### config.mk
export PLATFORM = sky130hd
export DESIGN_NAME = gesture_uart_rx
export DESIGN_NICKNAME = d
export VERILOG_FILES = /design/src/rtl/gesture_uart_rx.sv
export SDC_FILE = /design/constraint.sdc
export NUM_CORES = 1
export LEC_CHECK = 0
export CORE_ASPECT_RATIO = 0.5
export CORE_MARGIN = 5
export CORE_UTILIZATION = 30
export DETAILED_ROUTE_END_ITERATION = 6
export GPL_ROUTABILITY_DRIVEN = 1
export GPL_TIMING_DRIVEN = 0
export PLACE_DENSITY = 0.48
export SYNTH_ARGS = -nofsm -noshare
export SYNTH_HDL_FRONTEND = slang
export SYNTH_SLANG_ARGS = --single-unit
### constraint.sdc
create_clock -name clk -period 2 [get_ports clk]
set_clock_uncertainty 0.05 [all_clocks]
set_input_delay 0.2 -clock clk [delete_from_list [all_inputs] [get_ports clk]]
set_output_delay 0.2 -clock clk [all_outputs]
set_load 0.05 [all_outputs]
### src/rtl/gesture_uart_rx.sv
// gesture_uart_rx: 8N1 UART receiver feeding a SYNC/G/~G packet parser.
// Ports: clk, reset (async low), rx -> gesture, gesture_valid, frame_err, pkt_err.
module gesture_uart_rx #(
  parameter int         CLK_HZ       = 50_000_000,
  parameter int         BAUD         = 115200,
  parameter logic [7:0] SYNC_BYTE    = 8'hA5,
  parameter int         TIMEOUT_BITS = 20
) (
  input  logic       clk,
  input  logic       reset,
  input  logic       rx,
  output logic [7:0] gesture,
  output logic       gesture_valid,
  output logic       frame_err,
  output logic       pkt_err
);

  localparam int CPB  = CLK_HZ / BAUD;
  localparam int HALF = CPB / 2;
  localparam int CW   = $clog2(CPB + 1);
  localparam int TLIM = TIMEOUT_BITS * CPB;
  localparam int TW   = $clog2(TLIM + 1);

  localparam logic [CW-1:0] CPB_M1  = CW'(CPB - 1);
  localparam logic [CW-1:0] HALF_M1 = CW'(HALF - 1);
  localparam logic [TW-1:0] TLIM_M1 = TW'(TLIM - 1);

  typedef enum logic [2:0] {
    B_IDLE,
    B_START,
    B_DATA,
    B_STOP,
    B_WAIT
  } bstate_t;

  typedef enum logic [1:0] {
    P_SYNC,
    P_DATA,
    P_CHK
  } pstate_t;

  logic          rx_m;
  logic          rx_s;
  bstate_t       bstate;
  logic [CW-1:0] cnt;
  logic [2:0]    bidx;
  logic [7:0]    shreg;
  logic          bdone;
  logic [7:0]    bbyte;
  pstate_t       pstate;
  logic [7:0]    g_tmp;
  logic [TW-1:0] tcnt;
  logic          fe_nxt;

  always_ff @(posedge clk or negedge reset) begin
    if (!reset) begin
      rx_m <= 1'b1;
      rx_s <= 1'b1;
    end else begin
      rx_m <= rx;
      rx_s <= rx_m;
    end
  end

  // A frame error about to be flagged wins over a same-cycle
  // timeout so the pulse outputs stay mutually exclusive.
  assign fe_nxt = (bstate == B_STOP) &&
                  (cnt == CPB_M1) && !rx_s;

  always_ff @(posedge clk or negedge reset) begin
    if (!reset) begin
      bstate    <= B_IDLE;
      cnt       <= '0;
      bidx      <= '0;
      shreg     <= '0;
      bdone     <= 1'b0;
      bbyte     <= '0;
      frame_err <= 1'b0;
    end else begin
      bdone     <= 1'b0;
      frame_err <= 1'b0;
      unique case (bstate)
        B_IDLE: begin
          cnt <= '0;
          if (!rx_s) bstate <= B_START;
        end
        B_START: begin
          if (cnt == HALF_M1) begin
            cnt    <= '0;
            bidx   <= '0;
            bstate <= rx_s ? B_IDLE : B_DATA;
          end else begin
            cnt <= cnt + CW'(1);
          end
        end
        B_DATA: begin
          if (cnt == CPB_M1) begin
            cnt   <= '0;
            shreg <= {rx_s, shreg[7:1]};
            bidx  <= bidx + 3'd1;
            if (bidx == 3'd7) bstate <= B_STOP;
          end else begin
            cnt <= cnt + CW'(1);
          end
        end
        B_STOP: begin
          if (cnt == CPB_M1) begin
            cnt <= '0;
            if (rx_s) begin
              bdone  <= 1'b1;
              bbyte  <= shreg;
              bstate <= B_IDLE;
            end else begin
              frame_err <= 1'b1;
              bstate    <= B_WAIT;
            end
          end else begin
            cnt <= cnt + CW'(1);
          end
        end
        B_WAIT: begin
          if (rx_s) bstate <= B_IDLE;
        end
        default: bstate <= B_IDLE;
      endcase
    end
  end

  always_ff @(posedge clk or negedge reset) begin
    if (!reset) begin
      pstate        <= P_SYNC;
      g_tmp         <= '0;
      tcnt          <= '0;
      gesture       <= '0;
      gesture_valid <= 1'b0;
      pkt_err       <= 1'b0;
    end else begin
      gesture_valid <= 1'b0;
      pkt_err       <= 1'b0;
      if (frame_err) begin
        pstate <= P_SYNC;
        tcnt   <= '0;
      end else if (bdone) begin
        tcnt <= '0;
        unique case (pstate)
          P_SYNC: begin
            if (bbyte == SYNC_BYTE) pstate <= P_DATA;
          end
          P_DATA: begin
            g_tmp  <= bbyte;
            pstate <= P_CHK;
          end
          P_CHK: begin
            if (bbyte == ~g_tmp) begin
              gesture       <= g_tmp;
              gesture_valid <= 1'b1;
              pstate        <= P_SYNC;
            end else begin
              pkt_err <= 1'b1;
              // a SYNC in the checksum slot may start a new packet
              pstate  <= (bbyte == SYNC_BYTE) ? P_DATA : P_SYNC;
            end
          end
          default: pstate <= P_SYNC;
        endcase
      end else if (pstate != P_SYNC) begin
        if (tcnt >= TLIM_M1) begin
          tcnt <= '0;
          if (!fe_nxt) begin
            pkt_err <= 1'b1;
            pstate  <= P_SYNC;
          end
        end else begin
          tcnt <= tcnt + TW'(1);
        end
      end else begin
        tcnt <= '0;
      end
    end
  end

endmodule

==> metrics.txt <==
post-route fraction of the period consumed by the critical path 95.91%; RePlAce Congestion 0.7482; Post-DP Area 0.003478 mm^2; total internal power 2406 uW; Worst Path Class, Setup reg2out; unrepaired setup endpoints after global routing false; CP max stage delay 0.86 ns; P&R area growth vs syn 21.63%; TritonCTS clock tree built; static leakage power 0.001757 uW; final count of pins violating max slew 0; Reg power frac 46.5%; Setup crit start kind register; per-instance average area after synthesis 11.34 um^2; first element of the critical path frame_err$_DFF_PN0_; Inserted Clock Buffers 9; flip-flop and latch count after synthesis 69; Comb power frac 1.1%; fin nets 316; net switching fraction of the power 20.19%; port buffer count 13; Stages on worst setup path 1; gate count after technology mapping 280; Clock Latency Late Sink 0.33 ns; total global-route track usage 10.60%; Syn Nets 289; Period minus WS final 1.918 ns; actual slew at the worst max-slew pin 0.8751 ns; via count of the first global-routing pass 2,164; wire per inst 13.54 um; antenna fix cells 0; core area 0.01028 mm^2; setup slack after placement -0.05968 ns; routed via count 2,119; IR drop worst, VDD 0.3231 mV; antenna violations before repair 0; total DRC errors in the routed layout 0; count of flip-flops with a built-in enable after synthesis 0; Crit path buffers/inverters 1; H-Tree Depth 3; clock input transition at the sequential cells of the worst setup and hold paths 0.05 ns; worst r2r path cells 7; largest net degree at the start of global routing 70; CP arrival 1.67 ns; net switching component of the power 608.8 uW; first-pass GRT wire length 10.56 mm; half-perimeter wire length after detailed placement 4.181 mm; Pwr per Cell Area 780.5 mW/mm^2; Syn. warnings 0; Setup WS post-layout 0.08182 ns; remaining antenna violation count 0; critical path's top delay family buffers and inverters; post-detailed-routing wire length 6.122 mm; finished layout cell area 0.003862 mm^2; DRC marker count from the first detailed-route iteration 80; total number of clock tree sinks 69; number of buffers on the longest clock path 2; Total Die Area 0.01287 mm^2; capturing element type of the critical path output pin; capture instance of the worst register-to-register path bidx[0]$_DFFE_PN0P_; GR Overflow Total 0; Top FF cell, synth sky130_fd_sc_hd__dfrtp_1; launching point of the worst reg2reg path cnt[1]$_DFFE_PN0P_; overall die height 82.75 um; Worst EP required 1.75 ns; number of optimization iterations in the first detailed-route pass 4; proportion of power drawn by the clock network 52.3%; fmax 0.5213 GHz; via-per-instance ratio 4.688; cells along the critical path clkdlybuf4s50_1; cell chosen for the clock root sky130_fd_sc_hd__clkbuf_16; final count of negative-setup-slack endpoints 0; number of max-cap violations 0; worst setup path end frame_err; fraction of layout cells with a size suffix above 1 23.08%; status complete, no violations; I/O Pins 14; maximum fanout encountered on the critical timing path 7; Slew HR 41.66%; worst-case register-to-register setup slack 0.11 ns; endpoints failing hold 0; portion of the post-synthesis area used by sequential elements 54.45%; standard-cell rows 26; synth unique cells 51; combined area of all synthesized cells 0.003176 mm^2; initial cell density of the core 30.89%; type of the most critical hold path in2reg; proportion of synthesized flip-flops having asynchronous set or reset 100.0%; slowest library cell on the worst path sky130_fd_sc_hd__clkdlybuf4s50_1; Die X-Extent 155.5 um
[cell families after synthesis]
kind of cell,count (synthesis),share of synthesized area [%]
buffers and inverters,13,1.734
and+or+nand+nor,112,19.03
DFF,69,54.45
xor gates and xnor gates,21,5.792
muxes,26,9.180
adders and majority gates,6,2.364
AOI/OAI and AO/OA,33,7.447
[power by group through the flow]
stage	combinational, uW	clock (uW)	sequential [uW]
4_1_cts	36.4	1630	1400
6_report	33.8	1580	1400
5_1_grt	41.9	1700	1400
3_3_place_gp	34.5	0	1430
3_5_place_dp	34.6	0	1430
2_1_floorplan	2.70	0	1430
[worst min path at each step]
stage | start | to | slack, ns | cells after the start
after floorplan | reset | bbyte[0]$_DFFE_PN0P_ | -0.15 | 0
after global placement | rx_m$_DFF_PN1_ | rx_s$_DFF_PN1_ | 0.30 | 0
after detailed placement | rx_m$_DFF_PN1_ | rx_s$_DFF_PN1_ | 0.30 | 0
after CTS | rx | rx_m$_DFF_PN1_ | 0.21 | 1
after global routing | rx | rx_m$_DFF_PN1_ | 0.23 | 1
final | rx | rx_m$_DFF_PN1_ | 0.23 | 1
[synth_stat cells, types with 2 or more instances]
library cell,count,area share (%)
sky130_fd_sc_hd__a21oi_1,9,1.4
sky130_fd_sc_hd__a311oi_1,2,0.55
sky130_fd_sc_hd__dfstp_2,2,1.7
sky130_fd_sc_hd__nor2_1,27,3.2
sky130_fd_sc_hd__a21o_1,2,0.47
sky130_fd_sc_hd__xnor2_1,8,2.2
sky130_fd_sc_hd__clkbuf_1,3,0.35
sky130_fd_sc_hd__inv_1,7,0.83
sky130_fd_sc_hd__nor4b_1,2,0.55
sky130_fd_sc_hd__nand3b_1,2,0.47
sky130_fd_sc_hd__or3_1,2,0.39
sky130_fd_sc_hd__o21ai_0,5,0.79
sky130_fd_sc_hd__a22o_1,2,0.55
sky130_fd_sc_hd__dfrtp_1,67,53
sky130_fd_sc_hd__nand4_1,2,0.39
sky130_fd_sc_hd__nor4bb_1,3,0.95
sky130_fd_sc_hd__buf_2,2,0.32
sky130_fd_sc_hd__nor3_2,2,0.63
sky130_fd_sc_hd__mux2_2,25,8.9
sky130_fd_sc_hd__a31o_2,2,0.55
sky130_fd_sc_hd__a211oi_1,2,0.47
sky130_fd_sc_hd__and3_1,4,0.79
sky130_fd_sc_hd__nor3_1,7,1.1
sky130_fd_sc_hd__xor2_1,13,3.6
sky130_fd_sc_hd__nand3_1,10,1.6
sky130_fd_sc_hd__ha_1,6,2.4
sky130_fd_sc_hd__nand2_1,38,4.5
[sequential cells by signal, indices dropped and copies added, names as in the netlist]
register and flops:
bbyte 8, bdone 1, bidx 3, bstate 3
cnt 9, frame_err 1, g_tmp 8, gesture 8
gesture_valid 1, pkt_err 1, pstate 2, rx_m 1
rx_s 1, shreg 8, tcnt 14
[placed cells by master, fill, tap and decap left out, types with 2 or more instances in the layout]
master                            count
sky130_fd_sc_hd__a21o_1               2
sky130_fd_sc_hd__a21oi_1              9
sky130_fd_sc_hd__a22o_1               2
sky130_fd_sc_hd__a311oi_1             2
sky130_fd_sc_hd__a31o_2               2
sky130_fd_sc_hd__and3_1               4
sky130_fd_sc_hd__buf_4                4
sky130_fd_sc_hd__clkbuf_1             3
sky130_fd_sc_hd__clkbuf_16            9
sky130_fd_sc_hd__clkdlybuf4s50_1     12
sky130_fd_sc_hd__clkinvlp_4           2
sky130_fd_sc_hd__dfrtp_1             65
sky130_fd_sc_hd__dfrtp_2              2
sky130_fd_sc_hd__dfstp_2              2
sky130_fd_sc_hd__ha_1                 5
sky130_fd_sc_hd__inv_1                6
sky130_fd_sc_hd__mux2_2              25
sky130_fd_sc_hd__nand2_1             38
sky130_fd_sc_hd__nand3_1              9
sky130_fd_sc_hd__nand3b_1             2
sky130_fd_sc_hd__nand4_1              2
sky130_fd_sc_hd__nor2_1              27
sky130_fd_sc_hd__nor3_1               7
sky130_fd_sc_hd__nor3_4               2
sky130_fd_sc_hd__nor4bb_1             3
sky130_fd_sc_hd__o21ai_0              5
sky130_fd_sc_hd__o21ai_2              2
sky130_fd_sc_hd__or3_1                2
sky130_fd_sc_hd__xnor2_1              8
sky130_fd_sc_hd__xor2_1              13
[routing by layer]
layer	routed length, um	up-vias	GRT usage [%]
met2	2791	32	16.90
met3	259	5	4.685
met1	3011	1040	13.14
met5	0	-	0
li1	-	1042	-
met4	59	0	3.144
[what timing repair did]
| item | CTS | global route |
|---|---|---|
| hold buffers | 1 | 0 |
| gates cloned | 0 | 0 |
| pin swaps | 1 | 3 |
| resized for setup | 1 | 11 |
| buffers inserted | 0 | 3 |
| endpoints found under the setup margin | 10 | 30 |
| endpoints found under the hold margin | 67 | 0 |
[layout make-up]
class / count / area [um^2]
sequential: 69 / 1732
clock buffer: 11 / 242.7
buffer: 5 / 27.53
tap: 140 / 175.2
clock inverter: 5 / 58.81
timing repair buffer: 17 / 172.7
fill: 1023 / 6417
inverter: 7 / 26.28
multi-input combinational: 198 / 1428
[metrics by stage]
stage | util, % | power, uW | TNS (ns) | instances | hold slack, ns
floorplan | - | 1430 | 0 | 280 | -0.1456
global placement | 33.86 | 1462 | -109.56 | 433 | 0.2959
detailed placement | 33.84 | 1462 | -0.4869 | 433 | 0.2996
CTS | 36.92 | 3068 | 0 | 450 | 0.2126
global route | 37.57 | 3148 | 0 | 452 | 0.2258
finish | 37.57 | 3015 | 0 | 452 | 0.2264
Note: power is estimated with default switching activity, not from simulation.
